### src/rtl/mips_mdu.sv
`default_nettype none
// +--------------------------------------------------------------------------+
// | mips_mdu : iterative 32-step multiply/divide unit holding HI/LO          |
// | Optional: MIPS_MDU_SIGNED_EN enables two's-complement MULT/DIV           |
// | Revision : 1.0                                                           |
// +--------------------------------------------------------------------------+
module mips_mdu #(
  parameter int WIDTH = 32
) (
  input  logic             clk,
  input  logic             rstb,
  input  logic             start,
  input  logic [1:0]       op,
  input  logic [WIDTH-1:0] rs_data,
  input  logic [WIDTH-1:0] rt_data,
  input  logic             hi_we,
  input  logic             lo_we,
  input  logic [WIDTH-1:0] wdata,
  output logic             busy,
  output logic             done,
  output logic [WIDTH-1:0] hi,
  output logic [WIDTH-1:0] lo
);

  typedef enum logic [1:0] {
    S_IDLE   = 2'd0,
    S_CALC   = 2'd1,
    S_FINISH = 2'd2
  } state_t;

  state_t             state_q, state_d;
  logic [4:0]         cnt_q, cnt_d;
  logic [2*WIDTH-1:0] acc_q, acc_d;
  logic [WIDTH-1:0]   opnd_q, opnd_d;
  logic               is_div_q, is_div_d;
  logic               div0_q, div0_d;
  logic [WIDTH-1:0]   hi_q, hi_d;
  logic [WIDTH-1:0]   lo_q, lo_d;
  logic               busy_q, busy_d;
  logic               done_q, done_d;

  logic [WIDTH-1:0]   w_rs_mag;
  logic [WIDTH-1:0]   w_rt_mag;
  logic [WIDTH:0]     w_mul_sum;
  logic [2*WIDTH-1:0] w_mul_step;
  logic [WIDTH:0]     w_div_top;
  logic [WIDTH-1:0]   w_div_diff;
  logic               w_div_ge;
  logic [2*WIDTH-1:0] w_div_step;
  logic [2*WIDTH-1:0] w_result;

`ifdef MIPS_MDU_SIGNED_EN
  logic neg_res_q, neg_res_d;
  logic rem_neg_q, rem_neg_d;
  logic w_sign_op;

  assign w_sign_op = op[0];
  assign w_rs_mag  = (w_sign_op && rs_data[WIDTH-1]) ? -rs_data : rs_data;
  assign w_rt_mag  = (w_sign_op && rt_data[WIDTH-1]) ? -rt_data : rt_data;
`else
  logic w_unused_op0;

  assign w_unused_op0 = op[0];
  assign w_rs_mag     = rs_data;
  assign w_rt_mag     = rt_data;
`endif

  // Shift-add: multiplier sits in the low half and drains out to the right.
  assign w_mul_sum  = {1'b0, acc_q[2*WIDTH-1:WIDTH]} + {1'b0, (acc_q[0] ? opnd_q : {WIDTH{1'b0}})};
  assign w_mul_step = {w_mul_sum, acc_q[WIDTH-1:1]};

  // Restoring divide: partial remainder can briefly need WIDTH+1 bits.
  assign w_div_top  = acc_q[2*WIDTH-1:WIDTH-1];
  assign w_div_ge   = (w_div_top >= {1'b0, opnd_q});
  assign w_div_diff = w_div_top[WIDTH-1:0] - opnd_q;
  assign w_div_step = w_div_ge ? {w_div_diff, acc_q[WIDTH-2:0], 1'b1}
                               : {w_div_top[WIDTH-1:0], acc_q[WIDTH-2:0], 1'b0};

  // A zero divisor naturally leaves the dividend as remainder; only LO is forced.
  always_comb begin
    w_result = acc_q;
`ifdef MIPS_MDU_SIGNED_EN
    if (!is_div_q) begin
      if (neg_res_q) w_result = -acc_q;
    end else begin
      if (neg_res_q) w_result[WIDTH-1:0]       = -acc_q[WIDTH-1:0];
      if (rem_neg_q) w_result[2*WIDTH-1:WIDTH] = -acc_q[2*WIDTH-1:WIDTH];
    end
`endif
    if (div0_q) w_result[WIDTH-1:0] = {WIDTH{1'b1}};
  end

  always_comb begin
    state_d  = state_q;
    cnt_d    = cnt_q;
    acc_d    = acc_q;
    opnd_d   = opnd_q;
    is_div_d = is_div_q;
    div0_d   = div0_q;
    hi_d     = hi_q;
    lo_d     = lo_q;
    busy_d   = busy_q;
    done_d   = 1'b0;
`ifdef MIPS_MDU_SIGNED_EN
    neg_res_d = neg_res_q;
    rem_neg_d = rem_neg_q;
`endif
    case (state_q)
      S_IDLE: begin
        if (hi_we) hi_d = wdata;
        if (lo_we) lo_d = wdata;
        if (start) begin
          state_d  = S_CALC;
          busy_d   = 1'b1;
          cnt_d    = 5'd0;
          is_div_d = op[1];
          div0_d   = op[1] && (rt_data == {WIDTH{1'b0}});
          opnd_d   = op[1] ? w_rt_mag : w_rs_mag;
          acc_d    = {{WIDTH{1'b0}}, (op[1] ? w_rs_mag : w_rt_mag)};
`ifdef MIPS_MDU_SIGNED_EN
          neg_res_d = w_sign_op && (rs_data[WIDTH-1] ^ rt_data[WIDTH-1]);
          rem_neg_d = w_sign_op && rs_data[WIDTH-1];
`endif
        end
      end
      S_CALC: begin
        acc_d = is_div_q ? w_div_step : w_mul_step;
        cnt_d = cnt_q + 5'd1;
        if (cnt_q == 5'd31) state_d = S_FINISH;
      end
      S_FINISH: begin
        hi_d    = w_result[2*WIDTH-1:WIDTH];
        lo_d    = w_result[WIDTH-1:0];
        done_d  = 1'b1;
        busy_d  = 1'b0;
        state_d = S_IDLE;
      end
      default: begin
        state_d = S_IDLE;
        busy_d  = 1'b0;
      end
    endcase
  end

  always_ff @(posedge clk or negedge rstb) begin
    if (!rstb) begin
      state_q  <= S_IDLE;
      cnt_q    <= 5'd0;
      acc_q    <= {2*WIDTH{1'b0}};
      opnd_q   <= {WIDTH{1'b0}};
      is_div_q <= 1'b0;
      div0_q   <= 1'b0;
      hi_q     <= {WIDTH{1'b0}};
      lo_q     <= {WIDTH{1'b0}};
      busy_q   <= 1'b0;
      done_q   <= 1'b0;
`ifdef MIPS_MDU_SIGNED_EN
      neg_res_q <= 1'b0;
      rem_neg_q <= 1'b0;
`endif
    end else begin
      state_q  <= state_d;
      cnt_q    <= cnt_d;
      acc_q    <= acc_d;
      opnd_q   <= opnd_d;
      is_div_q <= is_div_d;
      div0_q   <= div0_d;
      hi_q     <= hi_d;
      lo_q     <= lo_d;
      busy_q   <= busy_d;
      done_q   <= done_d;
`ifdef MIPS_MDU_SIGNED_EN
      neg_res_q <= neg_res_d;
      rem_neg_q <= rem_neg_d;
`endif
    end
  end

  assign busy = busy_q;
  assign done = done_q;
  assign hi   = hi_q;
  assign lo   = lo_q;

endmodule
`default_nettype wire

### config.mk
export PLATFORM = sky130hd
export DESIGN_NAME = mips_mdu
export DESIGN_NICKNAME = d
export VERILOG_FILES = /design/src/rtl/mips_mdu.sv
export SDC_FILE = /design/constraint.sdc
export NUM_CORES = 1
export LEC_CHECK = 0
export CAP_MARGIN = 15
export CORE_MARGIN = 8
export CORE_UTILIZATION = 50
export CTS_CLUSTER_DIAMETER = 120
export DETAILED_ROUTE_END_ITERATION = 12
export PLACE_DENSITY = 0.71
export SYNTH_ARGS = -nofsm -noshare
export SYNTH_HDL_FRONTEND = slang
export SYNTH_SLANG_ARGS = --single-unit
### constraint.sdc
create_clock -name clk -period 3.3 [get_ports clk]
set_clock_uncertainty 0.05 [all_clocks]
set_input_delay 0.66 -clock clk [delete_from_list [all_inputs] [get_ports clk]]
set_output_delay 0.66 -clock clk [all_outputs]
set_load 0.02 [all_outputs]
==> flow_summary.toml <==
[synthesis]
syn_inst = 1462
synthTopCellsByArea = "dfrtp_1, mux2i_1, ha_1, nand2_1, o21ai_0"
yosys_warnings = 0
synth_edf_count = 0
yosysTopAreaCell = "dfrtp_1"
ys_seq_elements = 171
syn_avg_cell_area_um2 = 8.43
synth_area_um2 = 12300
yosysUniqueCellTypes = 74
ys_seq_area_share_pct = 34.7
ys_async_sr_fraction_pct = 100
yosys.area.top_type_share_pct = 34.7
ys.flop_type = "dfrtp_1"
synth_fp_nets = 1633

[layout]
drive_above_1_share_pct = 13.4
antenna_cells = 0
final_cell_mix = "nand2_1, dfrtp_1, clkdlybuf4s50_1"
final_common_cell = "nand2_1"
final_util_pct = 65.1
syn_to_final_growth_pct = 28.0
fillers = 2111
fin_nets = 1835

[clock_tree]
clk_latency_ns = 0.44
clockBufferDepth = 2
numCtsBuffers = 17
htreeDepth = 4
clockRootBuffer = "clkbuf_16"
cts.clk_slew.worst_paths_ns = 0.07
cts_tree = "yes"
ctsHoldBuffers = 0
cts_sinks = 171

[floorplanning]
floorplan.die_area_um2 = 29900
die_h_um = 173
coreArea_um2 = 24200
die_w_um = 173
initial_utilization_pct = 50.8
rows = 57
ios = 169

[hold_path]
hold_class = "in2async"

[timing]
maxSlewViolCount = 0
worst_pin_slew_ns = 0.669
min_period_ns = 3.24
hold_violations = 0
clock.fmax_mhz = 308
setup_viol = 0
rsz0062_at_grt = "true"
fin_crit_sh_pct = 98.3
fin_setup_tns_ns = 0
slew-limit-headroom_pct = 55.4

[setup_path]
cp_data_arrival_time_ns = 3.48
worst-setup-path-type = "reg2reg"
cp-end-kind = "flop"
cp_max_fo = 7
start_kind = "flop"
reg2regPathDepth = 13
required_ns = 3.54

[detailed_routing]
dr_total_vias = 11759
wl_per_cell_um = 20.3
wl_um = 40700
firstDrtPassIters = 7
drc_errors = 0
drtAntennaViolNets = 0
viasPerCell = 5.88
drt-initial-drc-count = 824

[global_routing]
grt_busiest_layer = "met2"
met1_usage_pct = 32.8
track_usage_pct = 26.4
grt_pass1_vias = 11440
grtUsageMet2_pct = 45.6
antenna_found_initial = 2
grt_pass1_wl_um = 63600
grt_overflow = 0
use_met3_pct = 4.57
grt_start_max_net_pins = 67

[placement]
port_buffers = 167
globalplace.congestion = 0.971
dpl.hpwl_um = 30800

[job]
max-cap-violations = 0

[pwr]
power_density_nw_per_um2 = 1130
leakage_uw = 0.00728
seqPwrFrac_pct = 22.6
power_frac_clock_pct = 11.4
p_sw_share_pct = 46.8
switchingPower_uw = 8320
ir_drop_mv = 0.791
internal-power_uw = 9470
comb_power_share_pct = 65.9

[status]
outcome = "finished clean"
[path summary, 6_finish.rpt]
path / start / end / slack [ns]
hold / removal: rstb / opnd_q[4] / 0.14
max in group asynchronous: rstb / acc_q[0] / 2.26
setup reg to reg: acc_q[0] / acc_q[56] / 0.06
setup / recovery: acc_q[0] / acc_q[56] / 0.06
min in group clk: hi[1] / hi[1] / 0.43
hold reg to reg: hi[1] / hi[1] / 0.43
[layer usage]
layer / share of wire (%) / vias to the layer above
li1: - / 5639
met1: 42 / 5625
met2: 49 / 414
met3: 6.1 / 79
met4: 3.2 / 2
met5: 0.034 / -
[logic make-up (layout without fill, tap and decap cells)]
family / after synthesis / in the layout / synth area share (%)
AO/OA/AOI/OAI: 430 / 430 / 21.9
flip-flops: 171 / 171 / 34.7
XOR/XNOR: 52 / 52 / 3.69
adder cells (fa/ha/maj): 68 / 68 / 7.02
buffers and inverters: 133 / 347 / 4.22
AND/OR/NAND/NOR: 477 / 477 / 17.4
multiplexers: 131 / 131 / 11.0
[area by class of cell]
| cell class | count | area (um2) | share of cell area (%) |
|---|---|---|---|
| Clock buffer | 17 | 425 | 2.70 |
| Sequential cell | 171 | 4280 | 27.2 |
| Multi-Input combinational cell | 1158 | 7760 | 49.2 |
| Timing Repair Buffer | 269 | 2570 | 16.3 |
| Tap cell | 324 | 405 | 2.57 |
| Clock inverter | 14 | 155 | 0.984 |
| Inverter | 47 | 176 | 1.12 |
[timing repair]
| action | 4_1_cts | 5_1_grt |
|---|---|---|
| resized for setup | 5 | 37 |
| setup buffers | 0 | 9 |
| endpoints found under the setup margin | 2 | 18 |
| hold endpoints to repair | 0 | 0 |
| gates cloned | 0 | 2 |
| pin swaps | 3 | 20 |
[critical path, cell delays in order, from the launching register on]
cell and delay [ns]:
dfrtp_2 0.46, buf_8 0.17, and2_1 0.16, ha_4 0.23, buf_4 0.15, o21ai_4 0.14
o211ai_1 0.16, and3_4 0.20, a2111oi_4 0.39, nor4_2 0.09, o31a_1 0.31, a311oi_2 0.31
xor2_1 0.18, o21ai_1 0.08
[power groups by stage]
stage / registers, uW / clock network, uW / logic, uW
2_1_floorplan: 4230 / 0 / 6950
3_3_place_gp: 4010 / 0 / 10800
3_5_place_dp: 4030 / 0 / 11000
4_1_cts: 4000 / 2060 / 11100
5_1_grt: 4150 / 2140 / 12900
6_report: 4030 / 2040 / 11700
[Yosys cell counts, types with 14 or more instances]
| cell type | n |
|---|---|
| nand2_1 | 202 |
| dfrtp_1 | 171 |
| o21ai_0 | 147 |
| nor2_1 | 115 |
| a21oi_1 | 107 |
| mux2i_1 | 100 |
| ha_1 | 66 |
| clkbuf_1 | 59 |
| inv_1 | 47 |
| nor3_1 | 44 |
| and2_1 | 36 |
| o31ai_1 | 33 |
| xnor2_1 | 32 |
| mux2_2 | 31 |
| a21o_1 | 26 |
| xor2_1 | 20 |
| buf_1 | 19 |
| nand2b_1 | 15 |
| a22oi_1 | 14 |
[registers in the layout, indices dropped and copies added (netlist names)]
signal    flops
acc_q        64
hi           32
lo           32
opnd_q       32
cnt_q         5
state_q       2
busy          1
div0_q        1
done          1
is_div_q      1
[metrics by stage]
stage	std cells	setup WS [ns]	power, uW	hold WS [ns]	cell area (um2)
4_1_cts	1989	0.0184	17100	0.173	15500
6_report	2000	0.0565	17800	0.138	15800
3_5_place_dp	1958	-0.204	15000	0.415	14900
3_3_place_gp	1957	-0.117	14800	0.410	14900
5_1_grt	2000	-0.0548	19200	0.180	15800
2_1_floorplan	1462	0.259	11200	0.314	12300
No activity file was read; power rests on OpenSTA's default activity.
